`src/rtl/norm_pkg.sv`:
```
// norm_pkg: state encodings and shift-direction constants shared by the
// normalizer and the barrel shifter.
package norm_pkg;
    typedef enum logic [1:0] {
        ST_IDLE  = 2'd0,
        ST_SHIFT = 2'd1,
        ST_DONE  = 2'd2
    } state_t;
    localparam logic DIR_RIGHT = 1'b0;
    localparam logic DIR_LEFT  = 1'b1;
endpackage

```
`src/rtl/seq_normalizer_if.sv`:
```
// seq_normalizer_if: producer/consumer valid-ready bundle for the normalizer.
interface seq_normalizer_if #(parameter int WIDTH = 4);
    localparam int AMT_W = $clog2(WIDTH);
    logic             in_valid;
    logic             in_ready;
    logic [WIDTH-1:0] data_in;
    logic             dir;
    logic             out_valid;
    logic             out_ready;
    logic [WIDTH-1:0] data_out;
    logic [AMT_W-1:0] shift_amt;
    logic             zero;
    modport master (
        output in_valid, data_in, dir, out_ready,
        input  in_ready, out_valid, data_out, shift_amt, zero
    );
    modport slave (
        input  in_valid, data_in, dir, out_ready,
        output in_ready, out_valid, data_out, shift_amt, zero
    );
endinterface

```
`src/rtl/norm_step.sv`:
```
// norm_step: one combinational normalization step; shifted word plus
// target-bit and all-zero flags.
module norm_step
    import norm_pkg::*;
#(
    parameter int WIDTH = 4
) (
    input  logic [WIDTH-1:0] w,
    input  logic             dir,
    output logic [WIDTH-1:0] nxt,
    output logic             hit,
    output logic             is_zero
);
    assign nxt     = (dir == DIR_LEFT) ? (w << 1) : (w >> 1);
    assign hit     = (dir == DIR_LEFT) ? w[WIDTH-1] : w[0];
    assign is_zero = (w == '0);
endmodule

```
`src/rtl/seq_normalizer.sv`:
```
// seq_normalizer: iterative 1-bit-per-clock normalizer with valid/ready on
// both sides; reports the normalized word, shift count and zero flag.
module seq_normalizer
    import norm_pkg::*;
#(
    parameter int WIDTH = 4
) (
    input  logic               clk,
    input  logic               rst_n,
    seq_normalizer_if.slave    bus
);
    localparam int AMT_W = $clog2(WIDTH);

    state_t           state, nxt_state;
    logic [WIDTH-1:0] w, nxt;
    logic [AMT_W-1:0] c;
    logic             dir_q, zero_q, hit, is_zero;

    norm_step #(.WIDTH(WIDTH)) u_step (
        .w       (w),
        .dir     (dir_q),
        .nxt     (nxt),
        .hit     (hit),
        .is_zero (is_zero)
    );

    always_ff @(posedge clk or negedge rst_n)
        if (!rst_n) state <= ST_IDLE;
        else        state <= nxt_state;

    always_comb begin
        nxt_state = state;
        case (state)
            ST_IDLE:  nxt_state = bus.in_valid ? ST_SHIFT : ST_IDLE;
            ST_SHIFT: nxt_state = (is_zero || hit) ? ST_DONE : ST_SHIFT;
            ST_DONE:  nxt_state = bus.out_ready ? ST_IDLE : ST_DONE;
            default:  nxt_state = ST_IDLE;
        endcase
    end

    always_ff @(posedge clk or negedge rst_n) begin
        if (!rst_n) begin
            w      <= '0;
            c      <= '0;
            dir_q  <= DIR_RIGHT;
            zero_q <= 1'b0;
        end else begin
            case (state)
                ST_IDLE: if (bus.in_valid) begin
                    w      <= bus.data_in;
                    dir_q  <= bus.dir;
                    c      <= '0;
                    zero_q <= 1'b0;
                end
                ST_SHIFT: if (is_zero) begin
                    zero_q <= 1'b1;
                    c      <= '0;
                end else if (!hit) begin
                    w <= nxt;
                    c <= c + AMT_W'(1);
                end
                default: ;
            endcase
        end
    end

    assign bus.in_ready  = (state == ST_IDLE);
    assign bus.out_valid = (state == ST_DONE);
    assign bus.data_out  = w;
    assign bus.shift_amt = c;
    assign bus.zero      = zero_q;
endmodule
```
`src/flat_wrapper.sv`:
```
// flat-port wrapper written by rule: the top's interface ports become plain ports
module seq_normalizer_flat import norm_pkg::*;
#(
    parameter int WIDTH = 4
)
  (clk, rst_n, bus_in_valid, bus_data_in, bus_dir, bus_out_ready, bus_in_ready, bus_out_valid, bus_data_out, bus_shift_amt, bus_zero);
  seq_normalizer_if #(.WIDTH(WIDTH)) bus_i ();
  input  logic clk;
  input  logic rst_n;
  input wire logic [$bits(bus_i.in_valid)-1:0] bus_in_valid;
  input wire logic [$bits(bus_i.data_in)-1:0] bus_data_in;
  input wire logic [$bits(bus_i.dir)-1:0] bus_dir;
  input wire logic [$bits(bus_i.out_ready)-1:0] bus_out_ready;
  output wire logic [$bits(bus_i.in_ready)-1:0] bus_in_ready;
  output wire logic [$bits(bus_i.out_valid)-1:0] bus_out_valid;
  output wire logic [$bits(bus_i.data_out)-1:0] bus_data_out;
  output wire logic [$bits(bus_i.shift_amt)-1:0] bus_shift_amt;
  output wire logic [$bits(bus_i.zero)-1:0] bus_zero;
  assign bus_i.in_valid = bus_in_valid;
  assign bus_i.data_in = bus_data_in;
  assign bus_i.dir = bus_dir;
  assign bus_i.out_ready = bus_out_ready;
  assign bus_in_ready = bus_i.in_ready;
  assign bus_out_valid = bus_i.out_valid;
  assign bus_data_out = bus_i.data_out;
  assign bus_shift_amt = bus_i.shift_amt;
  assign bus_zero = bus_i.zero;
  seq_normalizer #(.WIDTH(WIDTH)) u_core (.clk(clk), .rst_n(rst_n), .bus(bus_i));
endmodule
```
`config.mk`:
```
export PLATFORM = sky130hd
export DESIGN_NAME = seq_normalizer_flat
export DESIGN_NICKNAME = d
export VERILOG_FILES = /design/src/rtl/norm_pkg.sv /design/src/rtl/seq_normalizer_if.sv /design/src/rtl/norm_step.sv /design/src/rtl/seq_normalizer.sv /design/src/flat_wrapper.sv
export SDC_FILE = /design/constraint.sdc
export NUM_CORES = 1
export LEC_CHECK = 0
export ABC_AREA = 0
export ABC_CLOCK_PERIOD_IN_PS = 2900
export CAP_MARGIN = 20
export CORE_AREA = 5 5 42 44
export DETAILED_ROUTE_END_ITERATION = 8
export DIE_AREA = 0 0 47 49
export PLACE_DENSITY = 0.74
export SLEW_MARGIN = 15
export SYNTH_ARGS = -nofsm -noshare
export SYNTH_HDL_FRONTEND = slang
export SYNTH_HIERARCHICAL = 1
export SYNTH_SLANG_ARGS = --single-unit
```
`constraint.sdc`:
```
create_clock -name clk -period 2.9 [get_ports clk]
set_clock_uncertainty 0.15 [all_clocks]
set_input_delay 0.435 -clock clk [delete_from_list [all_inputs] [get_ports clk]]
set_output_delay 0.435 -clock clk [all_outputs]
set_load 0.01 [all_outputs]
```
After elaboration in Yosys (flattened, before gate mapping). Cells that the tools add are included.

Reductions and logical operators: 8. $add $sub $neg: 1. Equal/unequal tests: 7. Multiplexer cells: 17.

Operator list (count): $mux W4 (4); $mux W2 (5); $pmux W4 S2 (1); $ne A2 B2 Y1 const B (3); $pmux W2 S3 (1); $reduce_and A3 Y1 (2); $logic_not A4 Y1 (1); $mux W1 (4); $pmux W2 S2 (1); $reduce_and A4 Y1 (1); $ne A3 B3 Y1 const B (1); $add A2 B1 Y2 const B (1); $eq A2 B1 Y1 const B (1); $eq A2 B2 Y1 const B (1); $logic_not A2 Y1 (1); $ne A2 B1 Y1 const B (1); $pmux W1 S2 (1); $reduce_and A2 Y1 (1); $reduce_bool A2 Y1 (1); $logic_or A1 B1 Y1 (1).

Register bits: 10. Word-level logic and storage cells: 38. Input bits: 9.

Logic depth before layout (Yosys ltp). Gate-level depths: netlist of the first run.

Depth in word-level cells: 4. Mapped depth: 4. Depth with buffers taken out: 4.

Modules after synthesis. Netlist of the first run, hierarchy kept.

By module, submodules not included: seq_normalizer (cells each 41, sequential area each 250.2 sq um, instances 1, area each 504.2 sq um); norm_step (cells each 6, sequential area each 0.0 sq um, instances 1, area each 56.3 sq um).

Worst setup path after synthesis of the first run. Ideal clock, no wire load.

Path kind: register to register. Start: register u_core.w[3] (netlist: u_core/bus.data_out[3]). End: register u_core.w[0] (netlist: u_core/bus.data_out[0]). Data arrival time: 1568 ps. Setup slack: 1057 ps. Stages on the path, launching flop included: 4. Required time: 2625 ps. Buffers on the path: 0. Period minus slack after synthesis: 1843 ps. Cells stage by stage: dfrtp_1 nor4_1 o31ai_4 mux2_2.

Longest elaborated chain between the ends: 3.

RTL lines: start: declaration (line seq_normalizer.sv:15) `logic [WIDTH-1:0] w, nxt;`; start signal: assignment (line seq_normalizer.sv:50) `w <= bus.data_in;`; start signal: assignment (line seq_normalizer.sv:59) `w <= nxt;`; $logic_not A4 Y1 (line norm_step.sv:16) `assign is_zero = (w == '0);`; net u_core.is_zero (line seq_normalizer.sv:17) `logic dir_q, zero_q, hit, is_zero;`; $ne A2 B2 Y1 (no source line); $reduce_and A4 Y1 (no source line).

The timed path passes the listed nets, and every way through them passes these cells. A chain may end at the register's enable or synchronous reset.

Final worst setup path of the first run.
Start: register u_core.state[0]. End: output port bus_out_valid.

Longest elaborated chain between the ends: 1.

RTL lines: start: declaration (line seq_normalizer.sv:14) `state_t state, nxt_state;`; start signal: assignment (line seq_normalizer.sv:29) `else state <= nxt_state;`; $eq A2 B2 Y1 (line seq_normalizer.sv:68) `assign bus.out_valid = (state == ST_DONE);`; end: declaration (line flat_wrapper.sv:15) `output wire logic [$bits(bus_i.out_valid)-1:0] bus_out_valid;`.

No other way between the ends.

==> results of run 1 <==
state kept, by name, indices dropped and copies added (netlist names):
name,cells
u_core/bus.data_out,4
u_core/bus.shift_amt,2
u_core/state,2
u_core/bus.zero,1
u_core/dir_q,1
worst paths after layout:
| kind | from | endpoint | slack, ns |
|---|---|---|---|
| worst min-delay path | rst_n | u_core/bus.shift_amt[1] | 0.34 |
| worst max register to register | u_core/dir_q | u_core/bus.data_out[2] | 1.01 |
| max in group asynchronous | rst_n | u_core/bus.data_out[1] | 1.95 |
| min in group clk | u_core/bus.zero | u_core/bus.zero | 0.36 |
| worst max-delay path | u_core/state[0] | bus_out_valid | 0.85 |
| worst min register to register | u_core/bus.zero | u_core/bus.zero | 0.36 |
critical path, delay by kind of cell, from the launching register on:
family / cells / cell delay (ns)
buffers and inverters: 1 / 0.53
flip-flops: 1 / 0.44
AND/OR/NAND/NOR: 1 / 0.24
power by group through the flow:
stage	Clock [mW]	Combinational [mW]	Sequential, mW
4_1_cts	0.126	0.495	0.285
3_5_place_dp	0	0.491	0.286
5_1_grt	0.132	0.529	0.295
2_1_floorplan	0	0.301	0.287
3_3_place_gp	0	0.480	0.288
6_report	0.125	0.488	0.283
synthesized netlist by cell type:
cell and n:
o21ai_0 2, nand4_1 1, and2b_2 2, o31ai_4 1, nand3_1 1, nor4_1 1, nand2b_1 1, a22o_2 1
inv_1 2, a2bb2oi_1 1, a21oi_1 1, or3b_4 1, nor2_1 3, or2b_1 1, dfrtp_1 10, o2bb2ai_1 1
o311ai_0 1, nor3_1 1, clkbuf_2 1, and2_2 1, mux2_2 12, nor2b_1 1
metrics by stage:
step	util	hold WS, ns
after floorplan	-	-0.01059
after global placement	0.5375	0.3498
after detailed placement	0.5375	0.3457
after CTS	0.5634	0.3488
after global routing	0.5634	0.3740
final	0.5634	0.3388
routing by layer:
metal | part of all wire | track usage
met1 | 0.43 | 0.1367
met2 | 0.49 | 0.1652
met3 | 0.079 | 0.04059
met4 | 0 | 0.05991
met5 | 0 | 0
cell type report:
cell class | instances | area [sq um] | area share
multi-input combinational | 34 | 297.8 | 0.3772
inverter | 2 | 7.507 | 0.009509
clock buffer | 4 | 36.28 | 0.04596
timing repair buffer | 18 | 177.7 | 0.2250
tap | 16 | 20.02 | 0.02536
sequential | 10 | 250.2 | 0.3170
kinds of logic (layout without fill, tap and decap cells):
| family | after synthesis | in the layout | synth area share |
|---|---|---|---|
| DFF | 10 | 10 | 0.4464 |
| and+or+nand+nor | 14 | 14 | 0.1607 |
| AOI/OAI and AO/OA | 8 | 8 | 0.1295 |
| muxes | 12 | 12 | 0.2411 |
| buffers and inverters | 3 | 24 | 0.02232 |
==> metrics.txt, run 1 <==
Die W=47 microns; Finished Layout Cells=84; Final TNS setup=0 ns; final period utilization=0.7070; WL/cell=approximately 14 microns; commonest non-fill, non-tap cell in the layout=clkdlybuf4s50_1; Net Sw Frac=0.3596; Leak Pwr=0.3272 nW; die height=~49 microns; endpoint class of the critical path=primary output; Post-DRT Antenna Nets=0; max-slew violations=0; post-synthesis cell type count=22; Sw Pwr=between 300 and 400 uW; Combinational Power Share=0.544; Crit Path Max Fanout=7; Area Overhead vs Synth=40.85%; CP Launch Type=flop; Hold WC Path Type=input pin to asynchronous set/reset pin; CTS Sinks=10; gr usage total=0.1118; setup violators final=0; Post-CTS Hold Buffers=0; Pint=573.7 uW; DRC viols=0; CP cell instances=and2b_2 -> clkdlybuf4s50_1; slowest CP cell=clkdlybuf4s50_1; R2R depth=3; Hold Vio Cnt, Final=0; RSZ-0062 raised after global routing=false; Fmax=roughly 0.49 GHz; Gate Count Post-Synth=47; Slew @ Worst Pin=approximately 0.53 ns; number of instances in the placed design=80; Core Footprint=between 1000 and 1500 sq um; CP Class=flop to primary output; TritonRoute pass-1 iters=5; Syn. warnings=6; htree depth=1; sequential share of the synthesized area=0.4464; Starting Density=0.4000; Fillers=133; Mean Syn Cell Area=11.93 sq um; outcome=complete, no violations; clock network power share=0.139; first-pass GRT wire length=~1900 microns; Clock transition at path regs=approximately 0.070 ns; top cell type by total area after synthesis=dfrtp_1; routability cong.=0.7612; arrival time at the worst endpoint=between 1 and 1.5 ns; Largest stage delay, worst path=0.53 ns; number of gates resized after cts=0; die area=2303 sq um; Root Driver=clkbuf_4; final instance area=789.5 sq um; worst slack at placement=around 0.8 ns; Max IR drop VDD=554.4 uV; Relative slew margins=0.6440; total power=between 800 and 900 uW; Iter 0 DRT Violations=8; I/O Pins=18; largest net degree at the start of global routing=11; via count=445; CTS tree=done; ranking of synthesized cells by area=dfrtp_1 (45%), mux2_2 (24%), o31ai_4 (3.8%); post-synth net total=56; layout cells sized above 1=0.3382; Post-Syn Area=around 560 sq um; HPWL after DPL=935.3 microns; most frequent cells in the layout=clkdlybuf4s50_1 (17), mux2_2 (12), dfrtp_1 (10); Synth Register Bits=10; GRT Residual Overflow=0; max_cap viols=0; Tmin final=2.050 ns; clock latency on the worst-skew pair=0.26 ns; Nets=78; vias per cell=5.298; Synth top area share=0.4464; maximum root-to-sink buffer count=2; FP Rows=14; initial antenna violation count=0; final worst slack=0.8497 ns; # diodes=0; Routed WL=1201 microns; vias in the first global route=465; Post CTS Setup Buffer Count=0; TritonCTS buffer count=3; pwr dens=1135 nW/um^2; Area after DPL=753.2 sq um; port bufs=17; Worst Path Required=2.32 ns; Sequential Power Share=0.316
No activity file was read; power rests on OpenSTA's default activity.
==> run 2, diff against run 1 <==
--- a/config.mk
+++ b/config.mk
@@ -6,12 +6,12 @@
 export NUM_CORES = 1
 export LEC_CHECK = 0
 export ABC_AREA = 0
-export ABC_CLOCK_PERIOD_IN_PS = 2900
+export ABC_CLOCK_PERIOD_IN_PS = 1950
 export CAP_MARGIN = 20
-export CORE_AREA = 5 5 42 44
+export CORE_MARGIN = 5
+export CORE_UTILIZATION = 43
 export DETAILED_ROUTE_END_ITERATION = 8
-export DIE_AREA = 0 0 47 49
-export PLACE_DENSITY = 0.74
+export PLACE_DENSITY = 0.75
 export SLEW_MARGIN = 15
 export SYNTH_ARGS = -nofsm -noshare
 export SYNTH_HDL_FRONTEND = slang
==> constraint.sdc (replaced) <==
create_clock -name clk -period 1.95 [get_ports clk]
set_clock_uncertainty 0.15 [all_clocks]
set_input_delay 0.2925 -clock clk [delete_from_list [all_inputs] [get_ports clk]]
set_output_delay 0.2925 -clock clk [all_outputs]
set_load 0.01 [all_outputs]
==> metrics.txt, run 2 (synthesis gave the netlist of run 1 again) <==
maximum root-to-sink buffer count=2 (unchanged); I/O Pins=18 (unchanged); Hold WC Path Type=input pin to asynchronous set/reset pin (unchanged); TritonCTS buffer count=3 (unchanged); Die W=46.11 microns (was 47 microns); most frequent cells in the layout=clkdlybuf4s50_1 (16), mux2_2 (12), dfrtp_1 (9) (was clkdlybuf4s50_1 (17), mux2_2 (12), dfrtp_1 (10)); Post-CTS Hold Buffers=0 (unchanged); max-slew violations=0 (unchanged); Post-DRT Antenna Nets=0 (unchanged); layout cells sized above 1=0.3714 (was 0.3382); first-pass GRT wire length=1966 microns (was 1911 microns); Largest stage delay, worst path=0.54 ns (was 0.53 ns); Worst Path Required=1.51 ns (was 2.32 ns); die area=2126 sq um (was 2303 sq um); number of instances in the placed design=82 (was 80); gr usage total=0.1385 (was 0.1118); Fmax=between 0.5 and 0.6 GHz; Finished Layout Cells=85 (was 84); # diodes=0 (unchanged); Max IR drop VDD=814.0 uV (was 554.4 uV); CP Launch Type=flop (unchanged); Iter 0 DRT Violations=9 (was 8); die height=46.11 microns (was 49 microns); Area Overhead vs Synth=42.86% (was 40.85%); htree depth=1 (unchanged); max FFs per register=4 (unchanged); DRC viols=0 (unchanged); endpoint class of the critical path=primary output (unchanged); CP cell instances=nor2_1 -> clkdlybuf4s50_1 (was and2b_2 -> clkdlybuf4s50_1); critical path's top delay family=buffers and inverters (unchanged); vias per cell=5.471 (was 5.298); CTS tree=done (unchanged); FP Rows=13 (was 14); vias in the first global route=441 (was 465); Crit Path Max Fanout=7 (unchanged); worst hold slack=0.1971 ns (was 0.3388 ns); port bufs=17 (unchanged); worst reg2reg setup slack=0.20 ns (was 1.01 ns); TritonRoute pass-1 iters=4 (was 5); Final TNS setup=0 ns (unchanged); Relative slew margins=0.6937 (was 0.6440); Routed WL=1240 microns (was 1201 microns); clock latency on the worst-skew pair=0.26 ns (about the same); Core Footprint=1269 sq um (was 1401 sq um); worst r2r src=u_core/dir_q (unchanged); commonest non-fill, non-tap cell in the layout=clkdlybuf4s50_1 (unchanged); Nets=81 (was 78); routability cong.=0.7414 (was 0.7612); CTS Sinks=10 (unchanged); Hold Vio Cnt, Final=0 (unchanged); reg2reg end=u_core/bus.data_out[2] (unchanged); via count=465 (was 445); setup violators final=0 (unchanged); arrival time at the worst endpoint=1.37 ns (was 1.47 ns); Slew @ Worst Pin=0.4580 ns (was 0.5329 ns); max_cap viols=0 (unchanged); Tmin final=between 1.5 and 2 ns; CP Class=flop to primary output (unchanged); initial antenna violation count=0 (unchanged); CP Buf/Inv Count=1 (unchanged); slowest CP cell=clkdlybuf4s50_1 (unchanged); HPWL after DPL=972.1 microns (was 935.3 microns); pwr dens=1664 nW/um^2 (was 1135 nW/um^2); RSZ-0062 raised after global routing=false (unchanged); Fillers=111 (was 133); Starting Density=0.4418 (was 0.4000); Leak Pwr=0.3496 nW (was 0.3272 nW); largest net degree at the start of global routing=11 (unchanged); Clock transition at path regs=0.06 ns (was 0.07 ns); GRT Residual Overflow=0 (unchanged); outcome=complete, no violations (unchanged); final period utilization=0.9276; Root Driver=clkbuf_4 (unchanged); R2R depth=3 (unchanged); WL/cell=14.59 microns (was 14.30 microns)
-- run 2: cell count changes in the layout (fill, tap and decap cells not counted), sizes merged --
| cell | previous run | this run |
|---|---|---|
| clkbuf | 4 | 3 |
| clkdlybuf4s50 | 17 | 16 |
| buf | 1 | 4 |
| dlymetal6s2s | 0 | 1 |
-- run 2: worst max path at each step --
| stage | start | endpoint | slack [ns] | cells past startpoint |
|---|---|---|---|---|
| 6_report | u_core/state[1] | bus_in_ready | 0.14 | 2 |
| 2_1_floorplan | u_core/bus.data_out[3] | u_core/bus.data_out[0] | 0.11 | 3 |
| 5_1_grt | u_core/state[1] | bus_in_ready | 0.07 | 2 |
| 4_1_cts | u_core/state[0] | bus_out_valid | 0.01 | 2 |
| 3_5_place_dp | bus_in_valid | u_core/bus.data_out[2] | 0.03 | 4 |
| 3_3_place_gp | bus_in_valid | u_core/bus.data_out[3] | 0.05 | 4 |
-- run 2: layer usage --
| metal | GRT usage | wire length, microns |
|---|---|---|
| met3 | 0.03516 | 41 |
| met1 | 0.1746 | 574 |
| met2 | 0.2005 | 582 |
| met4 | 0.1023 | 42 |
| met5 | 0 | 0 |
-- run 2: per-stage QoR --
step | utilization | area [sq um] | setup slack, ns | power (mW)
floorplan | - | 560.5 | 0.1072 | 0.8739
CTS | 0.6282 | 797.0 | 0.01144 | 1.342
detailed placement | 0.6105 | 774.5 | 0.02712 | 1.199
finish | 0.6312 | 800.8 | 0.1412 | 1.332
global route | 0.6312 | 800.8 | 0.07493 | 1.416
global placement | 0.6105 | 774.5 | 0.04797 | 1.176
-- run 2: what timing repair did --
item | in CTS | in global routing
setup buffers | 0 | 0
endpoints found under the setup margin | 0 | 1
resized for setup | 0 | 2
-- run 2: power breakdown --
group          leakage, nW  internal [mW]  total [mW]  switching [mW]
registers            0.123          0.306       0.419           0.112
clock network       0.0138         0.0712       0.138          0.0672
logic                0.213          0.469       0.775           0.307
total                0.350          0.846        1.33           0.486
-- run 2: area by class of cell --
| class | instances | area, sq um | share of cell area |
|---|---|---|---|
| Timing Repair Buffer | 21 | 202.7 | 0.2531 |
| Sequential cell | 10 | 251.5 | 0.3141 |
| Inverter | 2 | 7.507 | 0.009375 |
| Clock buffer | 3 | 22.52 | 0.02812 |
| Tap cell | 15 | 18.77 | 0.02344 |
| Multi-Input combinational cell | 34 | 297.8 | 0.3719 |
